File: src/rtl/umi_mem_pkg.sv
// Shared opcode constants, opcode decode and slot state type for the UMI memory responder.
package umi_mem_pkg;

    localparam logic [4:0] UMI_REQ_READ   = 5'h01;
    localparam logic [4:0] UMI_RESP_READ  = 5'h02;
    localparam logic [4:0] UMI_REQ_WRITE  = 5'h03;
    localparam logic [4:0] UMI_RESP_WRITE = 5'h04;
    localparam logic [4:0] UMI_REQ_POSTED = 5'h05;

    // Request class after decoding the opcode field
    typedef enum logic [1:0] {
        OpRead,
        OpWrite,
        OpPosted,
        OpBad
    } umi_op_e;

    // Output response register occupancy
    typedef enum logic [0:0] {
        StEmpty,
        StFull
    } slot_state_e;

    // Opcode lives in cmd[4:0]; everything else in cmd is passed through untouched
    function automatic umi_op_e umi_opcode(input logic [4:0] cmd);
        umi_op_e op;
        unique case (cmd)
            UMI_REQ_READ:   op = OpRead;
            UMI_REQ_WRITE:  op = OpWrite;
            UMI_REQ_POSTED: op = OpPosted;
            default:        op = OpBad;
        endcase
        return op;
    endfunction

endpackage

File: src/rtl/umi_mem_ram.sv
// Single-port DEPTH x DW word array: synchronous write, combinational read.
module umi_mem_ram #(
    parameter int unsigned DW    = 256,
    parameter int unsigned DEPTH = 16,
    parameter int unsigned IdxW  = $clog2(DEPTH)
) (
    input  logic            clk_i,
    input  logic            we_i,
    input  logic [IdxW-1:0] addr_i,
    input  logic [DW-1:0]   wdata_i,
    output logic [DW-1:0]   rdata_o
);

    logic [DW-1:0] mem_q [DEPTH];

    // Contents are deliberately not reset so they survive a reset pulse
    always_ff @(posedge clk_i) begin
        if (we_i) begin
            mem_q[addr_i] <= wdata_i;
        end
    end

    assign rdata_o = mem_q[addr_i];

endmodule

File: src/rtl/umi_mem_responder.sv
// Single-beat UMI memory endpoint: executes read/write/posted requests against a small RAM and
// returns responses through a one-entry output register with pass-through refill.
module umi_mem_responder
    import umi_mem_pkg::*;
#(
    parameter int unsigned DW    = 256,
    parameter int unsigned AW    = 64,
    parameter int unsigned CW    = 32,
    parameter int unsigned DEPTH = 16
) (
    input  logic          clk,
    input  logic          nreset,
    input  logic          umi_in_valid,
    input  logic [CW-1:0] umi_in_cmd,
    input  logic [AW-1:0] umi_in_dstaddr,
    input  logic [AW-1:0] umi_in_srcaddr,
    input  logic [DW-1:0] umi_in_data,
    output logic          umi_in_ready,
    output logic          umi_out_valid,
    output logic [CW-1:0] umi_out_cmd,
    output logic [AW-1:0] umi_out_dstaddr,
    output logic [AW-1:0] umi_out_srcaddr,
    output logic [DW-1:0] umi_out_data,
    input  logic          umi_out_ready,
    output logic          err_flag,
    output logic [15:0]   req_count
);

    localparam int unsigned OffW = $clog2(DW / 8);
    localparam int unsigned IdxW = $clog2(DEPTH);

    slot_state_e   state_q, state_d;
    umi_op_e       op;
    logic          accept, responding, mem_we;
    logic [IdxW-1:0] idx;
    logic [DW-1:0] rdata;

    logic [CW-1:0] cmd_q, cmd_d;
    logic [AW-1:0] dst_q, dst_d, src_q, src_d;
    logic [DW-1:0] data_q, data_d;
    logic          err_q, err_d;
    logic [15:0]   cnt_q, cnt_d;

    assign op         = umi_opcode(umi_in_cmd[4:0]);
    assign idx        = umi_in_dstaddr[OffW +: IdxW];
    assign accept     = umi_in_valid && umi_in_ready;
    assign responding = accept && (op == OpRead || op == OpWrite);
    assign mem_we     = accept && (op == OpWrite || op == OpPosted);

    umi_mem_ram #(
        .DW    (DW),
        .DEPTH (DEPTH),
        .IdxW  (IdxW)
    ) u_ram (
        .clk_i   (clk),
        .we_i    (mem_we),
        .addr_i  (idx),
        .wdata_i (umi_in_data),
        .rdata_o (rdata)
    );

    // Slot state register
    always_ff @(posedge clk or negedge nreset) begin
        if (!nreset) begin
            state_q <= StEmpty;
        end else begin
            state_q <= state_d;
        end
    end

    // Slot next state: a responding request always (re)fills; otherwise drain on ready
    always_comb begin
        state_d = state_q;
        if (responding) begin
            state_d = StFull;
        end else if (umi_out_ready) begin
            state_d = StEmpty;
        end
    end

    // Slot outputs; ready is held low in reset so nothing is accepted or written then
    always_comb begin
        umi_out_valid = (state_q == StFull);
        umi_in_ready  = nreset && ((state_q == StEmpty) || umi_out_ready);
    end

    // Response payload, error flag and request counter next-state
    always_comb begin
        cmd_d  = cmd_q;
        dst_d  = dst_q;
        src_d  = src_q;
        data_d = data_q;
        err_d  = err_q;
        cnt_d  = cnt_q;
        if (accept) begin
            cnt_d = cnt_q + 16'd1;
        end
        if (responding) begin
            dst_d = umi_in_srcaddr;
            src_d = umi_in_dstaddr;
            if (op == OpRead) begin
                cmd_d  = {umi_in_cmd[CW-1:5], UMI_RESP_READ};
                data_d = rdata;
            end else begin
                cmd_d  = {umi_in_cmd[CW-1:5], UMI_RESP_WRITE};
                data_d = '0;
            end
        end
        if (accept && op == OpBad) begin
            err_d = 1'b1;
        end
    end

    // Response register, sticky error and counter state
    always_ff @(posedge clk or negedge nreset) begin
        if (!nreset) begin
            cmd_q  <= '0;
            dst_q  <= '0;
            src_q  <= '0;
            data_q <= '0;
            err_q  <= 1'b0;
            cnt_q  <= '0;
        end else begin
            cmd_q  <= cmd_d;
            dst_q  <= dst_d;
            src_q  <= src_d;
            data_q <= data_d;
            err_q  <= err_d;
            cnt_q  <= cnt_d;
        end
    end

    assign umi_out_cmd     = cmd_q;
    assign umi_out_dstaddr = dst_q;
    assign umi_out_srcaddr = src_q;
    assign umi_out_data    = data_q;
    assign err_flag        = err_q;
    assign req_count       = cnt_q;

endmodule

File: config.mk
export PLATFORM = sky130hd
export DESIGN_NAME = umi_mem_responder
export DESIGN_NICKNAME = d
export VERILOG_FILES = /design/src/rtl/umi_mem_pkg.sv /design/src/rtl/umi_mem_ram.sv /design/src/rtl/umi_mem_responder.sv
export SDC_FILE = /design/constraint.sdc
export NUM_CORES = 2
export LEC_CHECK = 0
export CORE_MARGIN = 2
export CORE_UTILIZATION = 40
export DETAILED_ROUTE_END_ITERATION = 10
export PLACE_DENSITY_LB_ADDON = 0.05
export SLEW_MARGIN = 20
export SYNTH_ARGS = -nofsm -noshare
export SYNTH_HDL_FRONTEND = slang
export SYNTH_SLANG_ARGS = --single-unit
File: constraint.sdc
create_clock -name clk -period 21.7 [get_ports clk]
set_input_delay 3.255 -clock clk [delete_from_list [all_inputs] [get_ports clk]]
set_output_delay 3.255 -clock clk [all_outputs]
set_load 0.02 [all_outputs]
==> summary.md <==
| Metric | Value |
|---|---|
| Initial Utilization | `around two fifths` |
| CP bufs+invs | `3` |
| Seq/Total Area, Yosys | `78.6%` |
| Worst slew margin | `23.6%` |
| Kind of critical path | `in -> out` |
| Largest net degree at the start of global routing | `approximately 130` |
| Hold-fix buffers at CTS | `0` |
| DRT Wirelength | `between 400000 and 500000 um` |
| Drt pass-1 iters | `7` |
| Clock Skew | `roughly 0.026 ns` |
| Routed vias | `~81000` |
| Hold Path Depth | `1` |
| Initial antenna violation count | `approximately 100` |
| Worst-path clk slew | `about 0.060 ns` |
| Status | `completed` |
| Area Growth Syn to Fin | `18.8%` |
| Cells after Synth | `between 7000 and 8000` |
| CP arrival | `5.04 ns` |
| Commonest cells post-synth | `edfxtp_1 (4096), mux4_2 (1024), mux2i_1 (512)` |
| Max IR drop VDD | `approximately 0.07 mV` |
| Final Cell Area | `roughly 200000 um2` |
| Library cells used by synthesis | `40` |
| # clock sinks | `approximately 4500` |
| Area of the die | `around 430000 um2` |
| Ys Warns | `0` |
| Setup WS pre-CTS | `~13 ns` |
| FP Rows | `239` |
| Pwr Total | `just over 0.02 W` |
| Synth area leaders | `edfxtp_1 (72%), mux4_2 (14%), dfrtp_1 (6.3%)` |
| Post-synth EDFFs | `around 4100` |
| Io pins | `about 860` |
| IO buf count | `851` |
| CP Capture Type | `output pin` |
| Global Route Usage Sum | `a little over a fifth` |
| Initial DRC count | `just under 7000` |
| Cell depth of the worst flop-to-flop path | `7` |
| Share of the synthesized area in the top cell type | `roughly 72%` |
| Instance count on the critical path | `4` |
| Final setup viols | `0` |
| Share of layout cells above drive strength 1 | `between 20% and 30%` |
| Slew Limit Fails | `0` |
| Die width | `656 um` |
| Multi-input logic area | `about 35000 um2` |
| Unrepaired setup endpoints after global routing | `no` |
| CTS tree | `yes` |
| Congestion Overflow GR | `0` |
| WL per Instance | `between 30 and 40 um` |
| CP cell instances | `buf_8 > buf_4 > and2_1 > clkdlybuf4s50_1` |
| CTS Root Cell | `clkbuf_16` |
| Antenna Nets Post-Route | `0` |
| CP top delay family | `buffers and inverters` |
| Slowest CP cell | `clkdlybuf4s50_1` |
| Resized cells post-CTS | `0` |
| FF/Latch Area | `roughly 130000 um2` |
| Clk_lat worst skew | `1.00 ns` |
| Final Worst Setup Slack | `about 13 ns` |
| Crit path largest cell delay | `~0.6 ns` |
| RePlAce Congestion | `0.837` |
| Synth Flop Type | `edfxtp_1` |
| Yosys reg bits | `about 4500` |
| DP HPWL | `approximately 270000 um` |
| Worst Tran Pin Value | `between 1 and 1.5 ns` |
| Final hold violation count | `0` |
| Number of global-route vias before repair | `86100` |
| # H-tree levels | `6` |
| Vias/cell | `between 5 and 6` |
| HP Class | `reg -> reg` |
| Post-CTS setup buffer count | `0` |
| Asr flop ratio synth | `about a tenth` |
| Core ar. | `around 420000 um2` |
| Fill cell count | `between 30000 and 40000` |
| Post-Syn Area | `about 170000 um2` |
| Tcrit/Tclk final | `38.2%` |
| Critical path launch point type | `input port` |
| DRC Markers | `0` |
| Num CTS Buffers | `around 520` |
| Fmax | `121 MHz` |
| Most instantiated library cell after synthesis | `edfxtp_1` |
| Pwr Density | `101 nW/um2` |
| Nets | `approximately 8800` |
| Die Ht | `about 660 um` |
| Cell accounting for the most synthesized area | `edfxtp_1` |
| Longest Clk Path Bufs | `4` |
| Min cycle time layout | `a little over 8 ns` |
| Post-DP Area | `between 150000 and 200000 um2` |
| CP max FO | `56` |
| Pleak | `approximately 66 nW` |
| First-pass GRT wire length | `between 600000 and 700000 um` |
| Post-route setup TNS | `0 ns` |
| Syn Area/Cell | `~23 um2` |
| Max-Cap Viols | `0` |
| CP required | `18.45 ns` |
==> power by group <==
part           total (W)  internal [W]  switching (W)  leakage, nW
Sequential        0.0100       0.00974       0.000272         42.3
Combinational    0.00179      0.000817       0.000968         15.7
Clock            0.00858       0.00516        0.00343         8.21
Total             0.0204        0.0157        0.00467         66.2
==> cell type report <==
type / instances / share of cell area, %
Antenna cell: 27 / 0.0334
Clock buffer: 726 / 7.28
Clock inverter: 211 / 0.973
Inverter: 1 / 0.00186
Multi-Input combinational cell: 2300 / 17.1
Sequential cell: 4527 / 66.1
Tap cell: 5663 / 3.50
Timing Repair Buffer: 1030 / 5.02
==> final timing paths <==
path	from	endpoint	slack (ns)
worst min-delay path	err_flag	err_flag	0.49
worst max-delay path	nreset	umi_in_ready	13.40
worst max register to register	umi_out_valid	u_ram.mem_q[0][91]	16.67
min in group asynchronous	nreset	umi_out_data[81]	2.25
worst min register to register	err_flag	err_flag	0.49
max in group asynchronous	nreset	umi_out_data[225]	17.19
==> per-stage QoR <==
step	hold WS, ns	instances	utilization, %
2_1_floorplan	0.582	7251	-
3_3_place_gp	0.476	13500	43.8
3_5_place_dp	0.484	13500	43.8
4_1_cts	0.492	14500	47.7
5_1_grt	0.513	14500	47.7
6_report	0.494	14500	47.7
==> layout by cell type, fill, tap and decap left out, drive strengths merged, types with 2 or more instances in the layout <==
cell           instances
and3                   2
buf                  185
bufinv                36
clkbuf               726
clkdlybuf4s50        845
clkinv               154
clkinvlp               4
conb                   3
dfrtp                431
diode                 27
edfxtp              4096
ha                     2
inv                   18
mux2                 157
mux2i                512
mux4                1024
nand2                 15
nand2b                 3
nand3                  6
nand4                  7
nand4b                 2
nor2                  18
nor3                   7
o21ai                259
o221ai               256
xnor2                 11
xor2                   4
==> layer usage <==
| metal | wire length [um] | GRT usage [%] |
|---|---|---|
| met4 | 14600 | 6.32 |
| met3 | 24900 | 4.00 |
| met5 | 343 | 0 |
| met2 | 243000 | 37.7 |
| met1 | 196000 | 28.5 |
==> sequential cells by signal, summed over array words and instances, names as in the netlist <==
| signal | flops |
|---|---|
| umi_out_data | 256 |
| umi_out_cmd | 29 |
| u_ram.mem_q | 4096 |
| umi_out_valid | 1 |
| umi_out_srcaddr | 64 |
| err_flag | 1 |
| umi_out_dstaddr | 64 |
| req_count | 16 |
==> kinds of logic after synthesis <==
logic type,count (synthesis),synth area share [%]
xor+xnor,15,0.0772
buf+inv,424,1.26
other cells,1,0.00220
flops,4527,78.6
mux,1693,17.8
simple gates,69,0.218
compound gates,518,2.09
fa+ha+maj,2,0.0147
(Power assumes the default switching activity.)
